**src/rtl/hazard_pkg.sv**
```systemverilog
// hazard_pkg: shared constants and types for the pipeline hazard controller.
//   FWD_RF / FWD_WB / FWD_MEM : ALU operand forward-select encodings
//   md_state_e                : multi-cycle mult/div sequencer states
//   MDU_LAT_DEFAULT           : default MDU latency (cycles from start to HI/LO valid)
package hazard_pkg;

    localparam logic [1:0] FWD_RF  = 2'b00;
    localparam logic [1:0] FWD_WB  = 2'b01;
    localparam logic [1:0] FWD_MEM = 2'b10;

    localparam int unsigned MDU_LAT_DEFAULT = 32;

    typedef enum logic {
        MD_IDLE,
        MD_BUSY
    } md_state_e;

endpackage

```
**src/rtl/hazard_ctrl_if.sv**
```systemverilog
// hazard_ctrl_if: bundle of pipeline-stage signals seen by the hazard controller
// and the stall/flush/forward controls it returns.
//   master : pipeline datapath side (drives stage specifiers/controls, receives controls)
//   slave  : hazard controller side
//   Parameter REG_W : register-specifier width.
interface hazard_ctrl_if #(
    parameter int unsigned REG_W = 5
);
    logic [REG_W-1:0] RsD, RtD, RsE, RtE;
    logic             BranchD, PCSrcD, JumpD, MdUseD, MdStartE;
    logic             MemtoRegE, RegWriteE;
    logic [REG_W-1:0] WriteRegE;
    logic             MemtoRegM, RegWriteM;
    logic [REG_W-1:0] WriteRegM;
    logic             RegWriteW;
    logic [REG_W-1:0] WriteRegW;
    logic             ImemRdyF;

    logic             StallF, StallD, FlushD, FlushE;
    logic [1:0]       ForwardAE, ForwardBE;
    logic             ForwardAD, ForwardBD;
    logic             MdBusy, MdDone;
    logic [31:0]      StallCnt, FlushCnt;

    modport master (
        output RsD, RtD, RsE, RtE, BranchD, PCSrcD, JumpD, MdUseD, MdStartE,
               MemtoRegE, RegWriteE, WriteRegE, MemtoRegM, RegWriteM, WriteRegM,
               RegWriteW, WriteRegW, ImemRdyF,
        input  StallF, StallD, FlushD, FlushE, ForwardAE, ForwardBE, ForwardAD,
               ForwardBD, MdBusy, MdDone, StallCnt, FlushCnt
    );

    modport slave (
        input  RsD, RtD, RsE, RtE, BranchD, PCSrcD, JumpD, MdUseD, MdStartE,
               MemtoRegE, RegWriteE, WriteRegE, MemtoRegM, RegWriteM, WriteRegM,
               RegWriteW, WriteRegW, ImemRdyF,
        output StallF, StallD, FlushD, FlushE, ForwardAE, ForwardBE, ForwardAD,
               ForwardBD, MdBusy, MdDone, StallCnt, FlushCnt
    );

endinterface

```
**src/rtl/hazard_ctrl_mdu_seq.sv**
```systemverilog
// mdu_seq: busy sequencer for the multi-cycle mult/div unit.
//   clk      : rising-edge clock
//   Reset    : synchronous active-high reset (aborts an operation, no MdDone)
//   MdStartE : mult/div valid in execute; ignored while busy
//   MdBusy   : operation in flight (MDU_LAT cycles after the start cycle)
//   MdDone   : one-cycle pulse in the last busy cycle, when HI/LO become valid
module mdu_seq
    import hazard_pkg::*;
#(
    parameter int unsigned MDU_LAT = MDU_LAT_DEFAULT,
    parameter int unsigned CNT_W   = 8
) (
    input  logic clk,
    input  logic Reset,
    input  logic MdStartE,
    output logic MdBusy,
    output logic MdDone
);

    md_state_e        state_q, state_d;
    logic [CNT_W-1:0] cnt_q, cnt_d;

    always_ff @(posedge clk) begin
        if (Reset) begin
            state_q <= MD_IDLE;
            cnt_q   <= '0;
        end else begin
            state_q <= state_d;
            cnt_q   <= cnt_d;
        end
    end

    always_comb begin
        state_d = state_q;
        cnt_d   = cnt_q;
        unique case (state_q)
            MD_IDLE: begin
                if (MdStartE) begin
                    state_d = MD_BUSY;
                    cnt_d   = CNT_W'(MDU_LAT - 1);
                end
            end
            MD_BUSY: begin
                if (cnt_q == '0) begin
                    state_d = MD_IDLE;
                end else begin
                    cnt_d = cnt_q - 1'b1;
                end
            end
        endcase
    end

    // Outputs read low while Reset is held so an aborted operation never pulses MdDone.
    always_comb begin
        MdBusy = !Reset && (state_q == MD_BUSY);
        MdDone = MdBusy && (cnt_q == '0);
    end

    // A new start while busy is blocked upstream by the HI/LO stall.
    a_no_start_while_busy: assert property (
        @(posedge clk) disable iff (Reset) !((state_q == MD_BUSY) && MdStartE)
    );

endmodule

```
**src/rtl/hazard_ctrl.sv**
```systemverilog
// hazard_ctrl: hazard and sequencing controller for the 5-stage MIPS pipeline.
//   clk   : rising-edge clock
//   Reset : synchronous active-high reset; stall/flush/forward outputs read 0 while high
//   hz    : hazard_ctrl_if.slave - stage specifiers/controls in; StallF/StallD/FlushD/
//           FlushE, ForwardAE/BE/AD/BD, MdBusy/MdDone and perf counters out.
// Optional build macro HAZARD_PERF_EN enables the saturating StallCnt/FlushCnt counters;
// without it both read 0 and no counter flops exist.
module hazard_ctrl
    import hazard_pkg::*;
#(
    parameter int unsigned MDU_LAT = MDU_LAT_DEFAULT,
    parameter int unsigned REG_W   = 5,
    parameter int unsigned CNT_W   = 8
) (
    input  logic          clk,
    input  logic          Reset,
    hazard_ctrl_if.slave  hz
);

    localparam logic [REG_W-1:0] RegZero = '0;

    logic       md_busy, md_done;
    logic       lwstall, brstall, mdstall, memstall, stall;
    logic       flush_d;
    logic [1:0] fwd_ae, fwd_be;
    logic       fwd_ad, fwd_bd;

    mdu_seq #(
        .MDU_LAT (MDU_LAT),
        .CNT_W   (CNT_W)
    ) u_mdu_seq (
        .clk      (clk),
        .Reset    (Reset),
        .MdStartE (hz.MdStartE),
        .MdBusy   (md_busy),
        .MdDone   (md_done)
    );

    always_comb begin
        lwstall  = hz.MemtoRegE && ((hz.RtE == hz.RsD) || (hz.RtE == hz.RtD));
        brstall  = hz.BranchD &&
                   ((hz.RegWriteE && ((hz.WriteRegE == hz.RsD) || (hz.WriteRegE == hz.RtD))) ||
                    (hz.MemtoRegM && ((hz.WriteRegM == hz.RsD) || (hz.WriteRegM == hz.RtD))));
        // MdStartE covers the start cycle itself, before md_busy rises.
        mdstall  = hz.MdUseD && (md_busy || hz.MdStartE);
        memstall = !hz.ImemRdyF;
        stall    = !Reset && (lwstall || brstall || mdstall || memstall);
        // Stall wins: the decode register cannot hold and clear at once.
        flush_d  = !Reset && (hz.PCSrcD || hz.JumpD) && !stall;
    end

    // Memory stage takes priority over writeback since it holds the younger result.
    always_comb begin
        fwd_ae = FWD_RF;
        fwd_be = FWD_RF;
        fwd_ad = 1'b0;
        fwd_bd = 1'b0;
        if (!Reset) begin
            if (hz.RsE != RegZero && hz.RegWriteM && hz.WriteRegM == hz.RsE) begin
                fwd_ae = FWD_MEM;
            end else if (hz.RsE != RegZero && hz.RegWriteW && hz.WriteRegW == hz.RsE) begin
                fwd_ae = FWD_WB;
            end
            if (hz.RtE != RegZero && hz.RegWriteM && hz.WriteRegM == hz.RtE) begin
                fwd_be = FWD_MEM;
            end else if (hz.RtE != RegZero && hz.RegWriteW && hz.WriteRegW == hz.RtE) begin
                fwd_be = FWD_WB;
            end
            fwd_ad = (hz.RsD != RegZero) && hz.RegWriteM && (hz.WriteRegM == hz.RsD);
            fwd_bd = (hz.RtD != RegZero) && hz.RegWriteM && (hz.WriteRegM == hz.RtD);
        end
    end

    assign hz.StallF    = stall;
    assign hz.StallD    = stall;
    assign hz.FlushE    = stall;
    assign hz.FlushD    = flush_d;
    assign hz.ForwardAE = fwd_ae;
    assign hz.ForwardBE = fwd_be;
    assign hz.ForwardAD = fwd_ad;
    assign hz.ForwardBD = fwd_bd;
    assign hz.MdBusy    = md_busy;
    assign hz.MdDone    = md_done;

`ifdef HAZARD_PERF_EN
    logic [31:0] stall_cnt_q, flush_cnt_q;

    always_ff @(posedge clk) begin
        if (Reset) begin
            stall_cnt_q <= '0;
            flush_cnt_q <= '0;
        end else begin
            if (stall && stall_cnt_q != '1) begin
                stall_cnt_q <= stall_cnt_q + 32'd1;
            end
            if ((stall || flush_d) && flush_cnt_q != '1) begin
                flush_cnt_q <= flush_cnt_q + 32'd1;
            end
        end
    end

    assign hz.StallCnt = stall_cnt_q;
    assign hz.FlushCnt = flush_cnt_q;
`else
    assign hz.StallCnt = 32'd0;
    assign hz.FlushCnt = 32'd0;
`endif

endmodule

```
**src/flat_wrapper.sv**
```systemverilog
// flat-port wrapper written by rule: the top's interface ports become plain ports
module hazard_ctrl_flat import hazard_pkg::*;
#(
    parameter int unsigned MDU_LAT = MDU_LAT_DEFAULT,
    parameter int unsigned REG_W   = 5,
    parameter int unsigned CNT_W   = 8
)
  (clk, Reset, hz_RsD, hz_RtD, hz_RsE, hz_RtE, hz_BranchD, hz_PCSrcD, hz_JumpD, hz_MdUseD, hz_MdStartE, hz_MemtoRegE, hz_RegWriteE, hz_WriteRegE, hz_MemtoRegM, hz_RegWriteM, hz_WriteRegM, hz_RegWriteW, hz_WriteRegW, hz_ImemRdyF, hz_StallF, hz_StallD, hz_FlushD, hz_FlushE, hz_ForwardAE, hz_ForwardBE, hz_ForwardAD, hz_ForwardBD, hz_MdBusy, hz_MdDone, hz_StallCnt, hz_FlushCnt);
  hazard_ctrl_if #(.REG_W(REG_W)) hz_i ();
  input  logic clk;
  input  logic Reset;
  input wire logic [$bits(hz_i.RsD)-1:0] hz_RsD;
  input wire logic [$bits(hz_i.RtD)-1:0] hz_RtD;
  input wire logic [$bits(hz_i.RsE)-1:0] hz_RsE;
  input wire logic [$bits(hz_i.RtE)-1:0] hz_RtE;
  input wire logic [$bits(hz_i.BranchD)-1:0] hz_BranchD;
  input wire logic [$bits(hz_i.PCSrcD)-1:0] hz_PCSrcD;
  input wire logic [$bits(hz_i.JumpD)-1:0] hz_JumpD;
  input wire logic [$bits(hz_i.MdUseD)-1:0] hz_MdUseD;
  input wire logic [$bits(hz_i.MdStartE)-1:0] hz_MdStartE;
  input wire logic [$bits(hz_i.MemtoRegE)-1:0] hz_MemtoRegE;
  input wire logic [$bits(hz_i.RegWriteE)-1:0] hz_RegWriteE;
  input wire logic [$bits(hz_i.WriteRegE)-1:0] hz_WriteRegE;
  input wire logic [$bits(hz_i.MemtoRegM)-1:0] hz_MemtoRegM;
  input wire logic [$bits(hz_i.RegWriteM)-1:0] hz_RegWriteM;
  input wire logic [$bits(hz_i.WriteRegM)-1:0] hz_WriteRegM;
  input wire logic [$bits(hz_i.RegWriteW)-1:0] hz_RegWriteW;
  input wire logic [$bits(hz_i.WriteRegW)-1:0] hz_WriteRegW;
  input wire logic [$bits(hz_i.ImemRdyF)-1:0] hz_ImemRdyF;
  output wire logic [$bits(hz_i.StallF)-1:0] hz_StallF;
  output wire logic [$bits(hz_i.StallD)-1:0] hz_StallD;
  output wire logic [$bits(hz_i.FlushD)-1:0] hz_FlushD;
  output wire logic [$bits(hz_i.FlushE)-1:0] hz_FlushE;
  output wire logic [$bits(hz_i.ForwardAE)-1:0] hz_ForwardAE;
  output wire logic [$bits(hz_i.ForwardBE)-1:0] hz_ForwardBE;
  output wire logic [$bits(hz_i.ForwardAD)-1:0] hz_ForwardAD;
  output wire logic [$bits(hz_i.ForwardBD)-1:0] hz_ForwardBD;
  output wire logic [$bits(hz_i.MdBusy)-1:0] hz_MdBusy;
  output wire logic [$bits(hz_i.MdDone)-1:0] hz_MdDone;
  output wire logic [$bits(hz_i.StallCnt)-1:0] hz_StallCnt;
  output wire logic [$bits(hz_i.FlushCnt)-1:0] hz_FlushCnt;
  assign hz_i.RsD = hz_RsD;
  assign hz_i.RtD = hz_RtD;
  assign hz_i.RsE = hz_RsE;
  assign hz_i.RtE = hz_RtE;
  assign hz_i.BranchD = hz_BranchD;
  assign hz_i.PCSrcD = hz_PCSrcD;
  assign hz_i.JumpD = hz_JumpD;
  assign hz_i.MdUseD = hz_MdUseD;
  assign hz_i.MdStartE = hz_MdStartE;
  assign hz_i.MemtoRegE = hz_MemtoRegE;
  assign hz_i.RegWriteE = hz_RegWriteE;
  assign hz_i.WriteRegE = hz_WriteRegE;
  assign hz_i.MemtoRegM = hz_MemtoRegM;
  assign hz_i.RegWriteM = hz_RegWriteM;
  assign hz_i.WriteRegM = hz_WriteRegM;
  assign hz_i.RegWriteW = hz_RegWriteW;
  assign hz_i.WriteRegW = hz_WriteRegW;
  assign hz_i.ImemRdyF = hz_ImemRdyF;
  assign hz_StallF = hz_i.StallF;
  assign hz_StallD = hz_i.StallD;
  assign hz_FlushD = hz_i.FlushD;
  assign hz_FlushE = hz_i.FlushE;
  assign hz_ForwardAE = hz_i.ForwardAE;
  assign hz_ForwardBE = hz_i.ForwardBE;
  assign hz_ForwardAD = hz_i.ForwardAD;
  assign hz_ForwardBD = hz_i.ForwardBD;
  assign hz_MdBusy = hz_i.MdBusy;
  assign hz_MdDone = hz_i.MdDone;
  assign hz_StallCnt = hz_i.StallCnt;
  assign hz_FlushCnt = hz_i.FlushCnt;
  hazard_ctrl #(.MDU_LAT(MDU_LAT), .REG_W(REG_W), .CNT_W(CNT_W)) u_core (.clk(clk), .Reset(Reset), .hz(hz_i));
endmodule
```
**config.mk**
```make
export PLATFORM = sky130hd
export DESIGN_NAME = hazard_ctrl_flat
export DESIGN_NICKNAME = d
export VERILOG_FILES = /design/src/rtl/hazard_pkg.sv /design/src/rtl/hazard_ctrl_if.sv /design/src/rtl/hazard_ctrl_mdu_seq.sv /design/src/rtl/hazard_ctrl.sv /design/src/flat_wrapper.sv
export SDC_FILE = /design/constraint.sdc
export NUM_CORES = 1
export LEC_CHECK = 0
export BUFFER_PORTS_ARGS = -buffer_cell sky130_fd_sc_hd__buf_2
export CAP_MARGIN = 20
export CORE_MARGIN = 10
export CORE_UTILIZATION = 30
export CTS_CLUSTER_SIZE = 30
export DETAILED_ROUTE_END_ITERATION = 8
export MAX_ROUTING_LAYER = met4
export SLEW_MARGIN = 20
export SYNTH_ARGS = -nofsm -noshare
export SYNTH_HDL_FRONTEND = slang
export SYNTH_SLANG_ARGS = --single-unit
```
**constraint.sdc**
```tcl
create_clock -name clk -period 4.4 [get_ports clk]
set_input_delay 0.44 -clock clk [delete_from_list [all_inputs] [get_ports clk]]
set_output_delay 0.44 -clock clk [all_outputs]
set_load 0.1 [all_outputs]
```
---- Word level (Yosys, flattened, before mapping) ----
Cells that the tools add are included.
word-level totals
  flip-flop bits (word level) ............. 9
  input port bits ......................... 48
  output and inout port bits .............. 76
  logic and storage cells ................. 70
operators by class
  add/sub/neg operators ................... 1
  eq/ne operators ......................... 12
  muxes and demuxes ....................... 14
  bitwise logic cells ..................... 1
  reductions and logical operators ........ 40
operators by type and width
  cell                                               number
  == test 5 bit                                      10
  logical AND 1 bit                                  22
  nonzero test 5 bit                                 4
  two-way mux 8 bit                                  2
  one-hot mux 8 bit (2 select lines)                 1
  logical OR 1 bit                                   9
  zero test 8 bit                                    1
  two-way mux 2 bit                                  4
  subtractor 8 x 1 -> 8 bit (second input constant)  1
  two-way mux 1 bit                                  6
  != test 2 bit (second input constant)              2
  zero test 1 bit                                    3
  one-hot mux 1 bit (2 select lines)                 1
  AND reduction 2 bit                                1
  NOT 1 bit                                          1

---- Logic depth before layout (Yosys ltp) ----
Gate-level depths: netlist of the first run.
  word-level depth ........................ 11
  gate-level depth with buffers ........... 7
  depth with buffers taken out ............ 7

---- Cells and area by module ----
A second synthesis of the first run with hierarchy kept.
unflattened totals
  cells, all modules ...................... 226
  area, all modules ....................... 1750.4 um^2
modules (own cells, without submodules)
  module       instances  cells an instance  area an instance (um^2)  seq. area each (um^2)
  hazard_ctrl  1          166                1241.2                   0.0
  mdu_seq      1          60                 509.2                    180.2

---- Least setup slack after synthesis of the first run ----
OpenSTA, ideal clock, no wires.
  path kind ............................... register -> output
  start ................................... register u_core.u_mdu_seq.state_q
  end ..................................... output hz_StallD
  arrival ................................. 4.448 ns
  data required time ...................... 3.960 ns
  slack ................................... -0.488 ns
  cell stages (with the launch flop) ...... 8
  path buffers ............................ 2
  cells stage by stage .................... dfxtp_1 > clkbuf_1 > nor2b_1 > o21ai_0 > o211ai_1 > a31oi_1 > a31oi_1 > buf_4
between the ends
  longest elaborated chain between the ends .. 6
ends and longest elaborated chain
  item                           line                       source
  from (decl)                    hazard_ctrl_mdu_seq.sv:20  md_state_e state_q, state_d;
  from (signal assigned)         hazard_ctrl_mdu_seq.sv:28  state_q <= state_d;
  logical AND 1 bit              hazard_ctrl_mdu_seq.sv:55  MdBusy = !Reset && (state_q == MD_BUSY);
  via hz_MdBusy                  flat_wrapper.sv:38         output wire logic [$bits(hz_i.MdBusy)-1:0] hz_MdBusy;
  logical OR 1 bit               hazard_ctrl.sv:45          mdstall = hz.MdUseD && (md_busy || hz.MdStartE);
  logical AND 1 bit              hazard_ctrl.sv:45
  logical OR 1 bit (2 in a row)  hazard_ctrl.sv:47          stall = !Reset && (lwstall || brstall || mdstall || memstall);
  logical AND 1 bit              hazard_ctrl.sv:47
  to (decl)                      flat_wrapper.sv:31         output wire logic [$bits(hz_i.StallD)-1:0] hz_StallD;
The timed path passes the listed nets, and every way through them passes these cells.

---- Final worst setup path of the first run ----
  start ................................... input hz_RtE[1]
  end ..................................... output hz_ForwardBE[0]
between the ends
  longest elaborated chain between the ends .. 6
  elaborated cells on any way between the ends .. 10
  those cells by class .................... 2 x eq/ne; 3 x mux; 5 x reduce/logical
ends and longest elaborated chain
  item                            line                                  source
  from (decl)                     flat_wrapper.sv:15                    input wire logic [$bits(hz_i.RtE)-1:0] hz_RtE;
  nonzero test 5 bit              hazard_ctrl.sv:64, hazard_ctrl.sv:66
  logical AND 1 bit (2 in a row)  hazard_ctrl.sv:66                     end else if (hz.RtE != RegZero && hz.RegWriteW && hz.WriteRegW == hz.RtE) begin
  two-way mux 1 bit               hazard_ctrl.sv:66
  two-way mux 2 bit *             hazard_ctrl.sv:64                     if (hz.RtE != RegZero && hz.RegWriteM && hz.WriteRegM == hz.RtE) begin
  two-way mux 2 bit *             hazard_ctrl.sv:58                     if (!Reset) begin
  to (decl)                       flat_wrapper.sv:35                    output wire logic [$bits(hz_i.ForwardBE)-1:0] hz_ForwardBE;
Mark *: on every way between the ends. The rest lies on a longest branch, timed or not.

==> summary.md, run 1 <==
| Metric | Value |
|---|---|
| CP Launch Point | `hz_RtE[1]` |
| WL/cell | `13.5 µm` |
| Max-slew violations | `0` |
| Place WS | `1.85 ns` |
| Final Util | `0.335` |
| Detailed placement HPWL | `4210 µm` |
| Synthesized area | `0.00167 mm²` |
| Setup ws final | `1.89 ns` |
| Drt pass-1 iters | `4` |
| Worst-Skew Late Latency | `0.24 ns` |
| Max_cap viols | `0` |
| Core Box Area | `0.00547 mm²` |
| FP Rows | `27` |
| Worst vdd ir | `0.147 mV` |
| Worst Tran Pin Value | `0.520 ns` |
| Syn. warnings | `0` |
| Vias per Instance | `4.02` |
| Sequential area share after synthesis | `0.108` |
| Fin. Hold Viols | `0` |
| Post-CTS resize count | `0` |
| Fraction of layout cells with a size suffix above 1 | `0.241` |
| HP Class | `flop to flop` |
| FILL cells | `642` |
| Initial Utilization | `0.305` |
| First-pass GRT wire length | `7360 µm` |
| Leak | `0.846 nW` |
| Global route overflow | `0` |
| N_diodes | `0` |
| DIE AREA | `0.00896 mm²` |
| IO Port Bufs | `59` |
| Total number of clock tree sinks | `9` |
| Peak Freq | `398 MHz` |
| CTS tree | `done` |
| Crit. End Element | `primary output` |
| Hold_sp | `u_core.u_mdu_seq.cnt_q[0]$_SDFFE_PP0P_` |
| Die width | `94.6 µm` |
| Crit path DAT | `2.07 ns` |
| Kind of critical path | `input pin to primary output` |
| Hold Buf Count CTS | `0` |
| R2r setup slk | `2.59 ns` |
| Req. time, crit path | `3.96 ns` |
| Mean area per synthesized cell | `7.56 µm²` |
| WL final | `4680 µm` |
| Post-CTS Setup Bufs | `0` |
| Worst-path fanout max | `5` |
| Worst r2r src | `u_core.u_mdu_seq.cnt_q[0]$_SDFFE_PP0P_` |
| Worst Clk Skew | `0.00347 ns` |
| Worst-path clk slew | `0.04 ns` |
| Longest Clk Path Bufs | `2` |
| Synth-to-layout area growth | `9.81%` |
| Largest net degree at the start of global routing | `17` |
| Nets@finish | `324` |
| Sum Neg Setup Slack | `0 ns` |
| Chip Height | `94.6 µm` |
| Clock buffer count from CTS | `3` |
| Dpl cells | `342` |
| Total global-route track usage | `0.100` |
| Cells after Synth | `221` |
| # setup viols final | `0` |
| H-tree depth | `1` |
| RSZ-0062 raised after global routing | `false` |
| Outcome | `finished clean` |
| Worst Setup Start Kind | `input pin` |
| PwrDens | `333 mW/mm²` |
| Vias | `1392` |
| IO Pins | `124` |
| Crit path time final | `2.51 ns` |
| Vias in the first global route | `1558` |
| DRC violations left | `0` |
| Cell Count, Final, Fillers Out | `346` |
| Final ANT Viol Nets | `0` |
| RePlAce Congestion | `0.786` |
| Synth Register Bits | `9` |
| Slew margin rel. | `0.649` |
| Library cells used by synthesis | `34` |
| Tot Pwr | `0.610 mW` |
| Clk root buf | `clkbuf_8` |
| DR iter-0 viols | `18` |
| Initial antenna violation count | `0` |
| Period utilization | `0.571` |
## state kept, by name (all words and copies together), names as in the netlist
signal / count
u_core.u_mdu_seq.cnt_q: 8
u_core.u_mdu_seq.state_q: 1
## worst paths after layout
| check | cells past startpoint | to |
|---|---|---|
| max reg2reg | 7 | u_core.u_mdu_seq.cnt_q[4]$_SDFFE_PP0P_ |
| max | 6 | hz_ForwardBE[0] |
| min | 1 | u_core.u_mdu_seq.cnt_q[0]$_SDFFE_PP0P_ |
| min reg2reg | 1 | u_core.u_mdu_seq.cnt_q[0]$_SDFFE_PP0P_ |
## worst max-delay path: stages
cell and delay [ns]:
buf_2 0.15, or4_1 0.52, nor2_1 0.16, nor4_1 0.10
nor4_2 0.23, buf_2 0.47
## cell usage after synthesis (all sizes together)
cell type / number / share of area
or4: 4 / 0.018
conb: 1 / 0.0022
or4b: 1 / 0.0060
or3b: 1 / 0.0052
nand3: 4 / 0.012
o22ai: 1 / 0.0037
nor4: 5 / 0.019
dfxtp: 9 / 0.11
buf: 66 / 0.30
ha: 1 / 0.0075
a31oi: 3 / 0.011
o31a: 1 / 0.0052
nor2b: 6 / 0.022
xnor2: 34 / 0.18
a211oi: 2 / 0.0090
and2: 1 / 0.0037
nand2b: 3 / 0.011
and4: 1 / 0.0052
a21o: 2 / 0.0090
a41oi: 1 / 0.0052
inv: 3 / 0.0067
xor2: 19 / 0.10
nand2: 8 / 0.018
nor2: 13 / 0.029
a311oi: 1 / 0.0052
nand3b: 2 / 0.0090
a2bb2oi: 1 / 0.0052
nand4: 7 / 0.026
o211ai: 1 / 0.0045
clkbuf: 7 / 0.016
nor3: 6 / 0.025
o21ai: 2 / 0.0060
a21oi: 4 / 0.012
## power by group
part           total (mW)  switching [mW]  internal [mW]  leakage [nW]
combinational       0.412           0.341         0.0704         0.749
clock              0.0967          0.0335         0.0632        0.0228
sequential          0.102          0.0112         0.0908        0.0745
total               0.610           0.386          0.224         0.846
## through the flow
stage / instance area [µm²] / hold slack (ns)
floorplan: 1930 / 0.460
global placement: 1790 / 0.481
detailed placement: 1790 / 0.484
CTS: 1840 / 0.493
global route: 1840 / 0.521
finish: 1840 / 0.499
## placed cells by master, fill, tap and decap left out, types with 5 or more instances in the layout
cell and n:
buf_2 59, conb_1 64, dfxtp_1 9, nand2_1 8, nand4_1 7, nor2_1 13, nor2b_1 6, nor3_1 5
xnor2_1 34, xor2_1 19
## layout make-up
cell class	instances	area, µm²	share of cell area
tap	72	90.1	0.0491
inverter	3	11.3	0.00613
sequential	9	180	0.0982
timing repair buffer	59	295	0.161
multi-input combinational	199	1210	0.661
clock buffer	4	45.0	0.0245
## per-layer routing
metal | share of wire | up-vias | global-route usage
li1 | - | 714 | -
met1 | 0.40 | 613 | 0.110
met2 | 0.53 | 60 | 0.182
met3 | 0.069 | 5 | 0.0222
met4 | 0.0077 | 0 | 0.0187
met5 | 0 | - | -
## cell families after synthesis
kind of cell / synth area share
adder cells (fa/ha/maj): 0.00748
other: 0.00224
AO/OA/AOI/OAI: 0.0764
AND/OR/NAND/NOR: 0.210
buffers and inverters: 0.319
flip-flops: 0.108
XOR/XNOR: 0.278
(Power assumes the default switching activity.)
==> run 2, diff against run 1 <==
==> constraint.sdc (replaced) <==
create_clock -name clk -period 2.6 [get_ports clk]
set_input_delay 0.26 -clock clk [delete_from_list [all_inputs] [get_ports clk]]
set_output_delay 0.26 -clock clk [all_outputs]
set_load 0.1 [all_outputs]
==> summary.md, run 2 (synthesized netlist as in run 1, its figures left out) <==
| Metric | Value |
|---|---|
| Outcome | `finished clean (unchanged)` |
| Total global-route track usage | `0.104 (was 0.100)` |
| Post-CTS resize count | `0 (unchanged)` |
| GR Layer Usage met1 | `0.121 (was 0.110)` |
| Initial antenna violation count | `0 (unchanged)` |
| Global Route met3 Usage | `0.0214 (was 0.0222)` |
| Crit. End Element | `primary output (unchanged)` |
| Crit path time final | `2.26 ns` |
| DIE AREA | `0.00896 mm² (unchanged)` |
| Worst Setup Start Kind | `input pin (unchanged)` |
| Reg with most FFs | `u_core.u_mdu_seq.cnt_q (unchanged)` |
| Drt pass-1 iters | `4 (unchanged)` |
| Nets@finish | `325 (was 324)` |
| CTS tree | `done (unchanged)` |
| WL/cell | `13.8 µm (was 13.5 µm)` |
| Fraction of layout cells with a size suffix above 1 | `0.258 (was 0.241)` |
| Synth-to-layout area growth | `13.9% (was 9.81%)` |
| Clk root buf | `clkbuf_8 (unchanged)` |
| Vias per Instance | `4.08 (was 4.02)` |
| Commonest cells after routing, fill and taps aside | `conb_1 (64), buf_2 (58), xnor2_1 (34) (was conb_1 (64), buf_2 (59), xnor2_1 (34))` |
| Final instance area | `0.00190 mm² (was 0.00184 mm²)` |
| Sum Neg Setup Slack | `0 ns (unchanged)` |
| GRT busiest layer | `met2 (unchanged)` |
| CP delay by family, top | `simple AND/OR/NAND/NOR gates (unchanged)` |
| Critical path's slowest cell | `or4_1 (unchanged)` |
| Core Box Area | `0.00547 mm² (unchanged)` |
| First-pass GRT wire length | `7560 µm (was 7360 µm)` |
| FP Rows | `27 (unchanged)` |
| Kind of critical path | `input pin to primary output (unchanged)` |
| Placed Area | `0.00186 mm² (was 0.00179 mm²)` |
| Regs by FF count | `u_core.u_mdu_seq.cnt_q: 8 flops, u_core.u_mdu_seq.state_q: 1 flops (unchanged)` |
| H-tree depth | `1 (unchanged)` |
| Number of flip-flops in the largest register | `8 (unchanged)` |
| Post-CTS Setup Bufs | `0 (unchanged)` |
| Chip Height | `94.6 µm (unchanged)` |
| Global route overflow | `0 (unchanged)` |
| Hold Buf Count CTS | `0 (unchanged)` |
| Max incr delay on CP | `0.54 ns (was 0.52 ns)` |
| Worst Tran Pin Value | `0.598 ns (was 0.520 ns)` |
| Crit path DAT | `2.00 ns (was 2.07 ns)` |
| Dpl cells | `343 (was 342)` |
| Worst Clk Skew | `0.00282 ns (was 0.00347 ns)` |
| RePlAce Congestion | `0.777 (was 0.786)` |
| Detailed placement HPWL | `4350 µm (was 4210 µm)` |
| Tot Pwr | `1.05 mW (was 0.610 mW)` |
| Req. time, crit path | `2.34 ns (was 3.96 ns)` |
| Worst-Skew Late Latency | `0.24 ns (about the same)` |
| Peak Freq | `442 MHz` |
| Vias | `1415 (was 1392)` |
| Worst-path clk slew | `0.05 ns (was 0.04 ns)` |
| Worst vdd ir | `0.233 mV (was 0.147 mV)` |
| Period utilization | `0.870` |
| PwrDens | `550 mW/mm² (was 333 mW/mm²)` |
| Most common cell after layout, fill and taps aside | `conb_1 (unchanged)` |
| Largest net degree at the start of global routing | `16 (was 17)` |
| N_diodes | `0 (unchanged)` |
| WL final | `4800 µm (was 4680 µm)` |
| IO Pins | `124 (unchanged)` |
| Total number of clock tree sinks | `9 (unchanged)` |
| Max-slew violations | `0 (unchanged)` |
| FILL cells | `624 (was 642)` |
| DR iter-0 viols | `19 (was 18)` |
| Fin. Hold Viols | `0 (unchanged)` |
| CP bufs+invs | `2 (unchanged)` |
| Initial Utilization | `0.305 (unchanged)` |
| Vias in the first global route | `1589 (was 1558)` |
| # setup viols final | `0 (unchanged)` |
| RSZ-0062 raised after global routing | `false (unchanged)` |
| Die width | `94.6 µm (unchanged)` |
| Longest Clk Path Bufs | `2 (unchanged)` |
| HP Class | `input pin to flop (was flop to flop)` |
| Leak | `0.859 nW (was 0.846 nW)` |
| IO Port Bufs | `59 (unchanged)` |
| Final ANT Viol Nets | `0 (unchanged)` |
| Cell Count, Final, Fillers Out | `347 (was 346)` |
| Crit-path cells | `buf_2, or4_1, nor2_1, nor4_1, nor4_4, buf_2 (was buf_2, or4_1, nor2_1, nor4_1, nor4_2, buf_2)` |
| Clock buffer count from CTS | `3 (unchanged)` |
| Max_cap viols | `0 (unchanged)` |
| DRC violations left | `0 (unchanged)` |
| Worst-path fanout max | `5 (unchanged)` |
| Most used cell, CP | `buf_2 (unchanged)` |
| GRT met2 Usage | `0.186 (was 0.182)` |
| Slew margin rel. | `0.598 (was 0.649)` |
[run 2: cell types whose count changed in the layout (fill, tap and decap cells not counted), sizes merged]
cell	previous run	this run
buf	59	60
[run 2: per-layer routing]
layer,vias to the layer above,part of all wire
met4,0,0.0029
li1,717,-
met2,58,0.51
met1,638,0.43
met5,-,0
met3,2,0.056
[run 2: final timing paths]
| check | depth (start not counted) | slack, ns | from | endpoint |
|---|---|---|---|---|
| worst max register to register | 7 | 0.80 | u_core.u_mdu_seq.cnt_q[0]$_SDFFE_PP0P_ | u_core.u_mdu_seq.cnt_q[4]$_SDFFE_PP0P_ |
| worst max-delay path | 6 | 0.34 | hz_RtE[1] | hz_ForwardBE[0] |
| worst min-delay path | 4 | 0.36 | hz_MdStartE | u_core.u_mdu_seq.cnt_q[5]$_SDFFE_PP0P_ |
| worst min register to register | 1 | 0.49 | u_core.u_mdu_seq.cnt_q[0]$_SDFFE_PP0P_ | u_core.u_mdu_seq.cnt_q[0]$_SDFFE_PP0P_ |
[run 2: layout make-up]
type / instances / area, µm² / area share
Clock buffer: 4 / 45.0 / 0.0237
Timing Repair Buffer: 60 / 318 / 0.167
Sequential cell: 9 / 180 / 0.0946
Multi-Input combinational cell: 199 / 1260 / 0.662
Inverter: 3 / 11.3 / 0.00591
Tap cell: 72 / 90.1 / 0.0473
[run 2: stage by stage]
| stage | util | setup WS [ns] | hold WS, ns |
|---|---|---|---|
| final | 0.348 | 0.338 | 0.361 |
| after global routing | 0.348 | 0.251 | 0.410 |
| after CTS | 0.348 | 0.324 | 0.358 |
| after detailed placement | 0.340 | 0.326 | 0.484 |
| after global placement | 0.340 | 0.381 | 0.486 |
| after floorplan | - | -0.126 | 0.332 |
[run 2: worst min-delay path, stage by stage]
cell	delay, ns
buf_2	0.10
nor2_1	0.06
inv_1	0.05
a311oi_1	0.07
[run 2: report_power, final]
| group | switching [mW] | total (mW) | internal, mW | leakage, nW |
|---|---|---|---|---|
| Sequential | 0.0188 | 0.172 | 0.154 | 0.0745 |
| Clock | 0.0598 | 0.167 | 0.107 | 0.0228 |
| Combinational | 0.582 | 0.708 | 0.125 | 0.762 |
==> run 3, diff against run 2 <==
--- a/config.mk
+++ b/config.mk
@@ -7,7 +7,6 @@
 export LEC_CHECK = 0
 export BUFFER_PORTS_ARGS = -buffer_cell sky130_fd_sc_hd__buf_2
 export CAP_MARGIN = 20
-export CORE_MARGIN = 10
 export CORE_UTILIZATION = 30
 export CTS_CLUSTER_SIZE = 30
 export DETAILED_ROUTE_END_ITERATION = 8
==> summary.md, run 3 (synthesized netlist as in run 1, its figures left out) <==
| Metric | Value |
|---|---|
| Multi-input gate area | `0.00126 mm² (unchanged)` |
| RePlAce Congestion | `0.805 (was 0.777)` |
| Reg area | `180 µm² (unchanged)` |
| Total number of clock tree sinks | `9 (unchanged)` |
| DIE AREA | `0.00587 mm² (was 0.00896 mm²)` |
| Fraction of layout cells with a size suffix above 1 | `0.258 (unchanged)` |
| Number of flip-flops in the largest register | `8 (unchanged)` |
| H-tree depth | `1 (unchanged)` |
| DR iter-0 viols | `62 (was 19)` |
| Most common cell after layout, fill and taps aside | `conb_1 (unchanged)` |
| Worst hold path depth | `4 (unchanged)` |
| Outcome | `finished clean (unchanged)` |
| IO Pins | `124 (unchanged)` |
| Worst Tran Pin Value | `0.589 ns (was 0.598 ns)` |
| Regs by FF count | `u_core.u_mdu_seq.cnt_q: 8 flops, u_core.u_mdu_seq.state_q: 1 flops (unchanged)` |
| Final Util | `0.360 (was 0.348)` |
| Hold Buf Count CTS | `0 (unchanged)` |
| Die width | `76.6 µm (was 94.6 µm)` |
| CTS tree | `done (unchanged)` |
| FILL cells | `601 (was 624)` |
| Fin. Hold Viols | `0 (unchanged)` |
| CP Launch Point | `u_core.u_mdu_seq.state_q$_SDFF_PP0_ (was hz_RtE[1])` |
| Reg with most FFs | `u_core.u_mdu_seq.cnt_q (unchanged)` |
| Longest Clk Path Bufs | `2 (unchanged)` |
| Cell Count, Final, Fillers Out | `345 (was 347)` |
| Synth-to-layout area growth | `12.9% (was 13.9%)` |
| Worst-path clk slew | `0.05 ns (about the same)` |
| Vias | `1422 (was 1415)` |
| Vias per Instance | `4.12 (was 4.08)` |
| R2r setup slk | `0.84 ns (was 0.80 ns)` |
| Hold_sp | `hz_MdStartE (unchanged)` |
| Dpl cells | `341 (was 343)` |
| Post-CTS Setup Bufs | `0 (unchanged)` |
| Hold slack | `0.374 ns (was 0.361 ns)` |
| Leak | `0.856 nW (was 0.859 nW)` |
| Worst Clk Skew | `0.00234 ns (was 0.00282 ns)` |
| Core Box Area | `0.00524 mm² (was 0.00547 mm²)` |
| Chip Height | `76.6 µm (was 94.6 µm)` |
| WL final | `3810 µm (was 4800 µm)` |
| Req. time, crit path | `2.34 ns (about the same)` |
| Tot Pwr | `1.04 mW (was 1.05 mW)` |
| Vias in the first global route | `1318 (was 1589)` |
| Initial Utilization | `0.319 (was 0.305)` |
| Kind of critical path | `flop to primary output (was input pin to primary output)` |
| Crit path time final | `2.41 ns (was 2.26 ns)` |
| Final ANT Viol Nets | `0 (unchanged)` |
| Post-CTS resize count | `0 (unchanged)` |
| Peak Freq | `416 MHz (was 442 MHz)` |
| Worst vdd ir | `0.280 mV (was 0.233 mV)` |
| Crit. End Element | `primary output (unchanged)` |
| Worst-Skew Late Latency | `0.23 ns (was 0.24 ns)` |
| Initial antenna violation count | `0 (unchanged)` |
| Crit path DAT | `2.15 ns (was 2.00 ns)` |
| Period utilization | `0.925 (was 0.870)` |
| Largest net degree at the start of global routing | `16 (unchanged)` |
| Slew margin rel. | `0.604 (was 0.598)` |
| IO Port Bufs | `59 (unchanged)` |
| Reg2Reg Depth | `7 (unchanged)` |
| Worst-path fanout max | `9 (was 5)` |
| Nets@finish | `325 (unchanged)` |
| Detailed placement HPWL | `3340 µm (was 4350 µm)` |
| Max_cap viols | `0 (unchanged)` |
| Capturing point of the worst reg2reg path | `u_core.u_mdu_seq.cnt_q[3]$_SDFFE_PP0P_ (was u_core.u_mdu_seq.cnt_q[4]$_SDFFE_PP0P_)` |
| FP Rows | `26 (was 27)` |
| HP Class | `input pin to flop (unchanged)` |
| WL/cell | `11.0 µm (was 13.8 µm)` |
| Hold EP | `u_core.u_mdu_seq.cnt_q[5]$_SDFFE_PP0P_ (unchanged)` |
| Clock buffer count from CTS | `3 (unchanged)` |
| N_diodes | `0 (unchanged)` |
| DRC violations left | `0 (unchanged)` |
| Worst r2r src | `u_core.u_mdu_seq.cnt_q[0]$_SDFFE_PP0P_ (unchanged)` |
| Clk root buf | `clkbuf_8 (unchanged)` |
| First-pass GRT wire length | `6160 µm (was 7560 µm)` |
| Worst Setup Start Kind | `flop (was input pin)` |
| # setup viols final | `0 (unchanged)` |
| Drt pass-1 iters | `4 (unchanged)` |
| PwrDens | `549 mW/mm² (was 550 mW/mm²)` |
| Max-slew violations | `0 (unchanged)` |
| Sum Neg Setup Slack | `0 ns (unchanged)` |
| Total global-route track usage | `0.132 (was 0.104)` |
| RSZ-0062 raised after global routing | `false (unchanged)` |
| Commonest cells after routing, fill and taps aside | `conb_1 (64), buf_2 (59), xnor2_1 (34) (was conb_1 (64), buf_2 (58), xnor2_1 (34))` |
| Global route overflow | `0 (unchanged)` |
-- run 3: cell types whose count changed in the layout (fill, tap and decap cells not counted) --
| cell | delta |
|---|---|
| buf_12 | -1 |
| buf_2 | +1 |
-- run 3: metal layers --
metal | up-vias | share of wire | track usage
li1 | 714 | - | -
met1 | 643 | 0.44 | 0.167
met2 | 63 | 0.50 | 0.221
met3 | 2 | 0.060 | 0.0168
met4 | 0 | 0.0026 | 0.0346
met5 | - | 0 | -
-- run 3: stage by stage --
stage | cell area [µm²] | worst slack, ns
2_1_floorplan | 1990 | -0.126
3_3_place_gp | 1840 | 0.387
3_5_place_dp | 1840 | 0.350
4_1_cts | 1890 | 0.165
5_1_grt | 1890 | 0.0342
6_report | 1890 | 0.194
-- run 3: worst max path at each step --
stage	end	slack (ns)	depth (start not counted)
2_1_floorplan	hz_StallD	-0.13	7
3_3_place_gp	hz_ForwardBE[0]	0.39	6
3_5_place_dp	hz_ForwardBE[0]	0.35	6
4_1_cts	hz_FlushD	0.16	6
5_1_grt	hz_FlushD	0.03	6
6_report	hz_FlushD	0.19	6
-- run 3: power by group --
group | leakage [nW] | switching (mW) | total [mW] | internal, mW
registers | 0.0745 | 0.0182 | 0.172 | 0.154
clock network | 0.0228 | 0.0554 | 0.162 | 0.107
logic | 0.759 | 0.580 | 0.702 | 0.123
-- run 3: cell type report --
cell class,instances,area share
clock buffer,4,0.0239
multi-input combinational,199,0.668
tap,70,0.0464
sequential,9,0.0955
timing repair buffer,60,0.160
inverter,3,0.00597
-- run 3: worst max-delay path: stages (launching register included) --
cell      delay [ns]
dfxtp_1         0.37
nor2b_4         0.16
o21ai_0         0.25
o211ai_1        0.14
a31oi_1         0.33
and4_1          0.24
buf_2           0.42
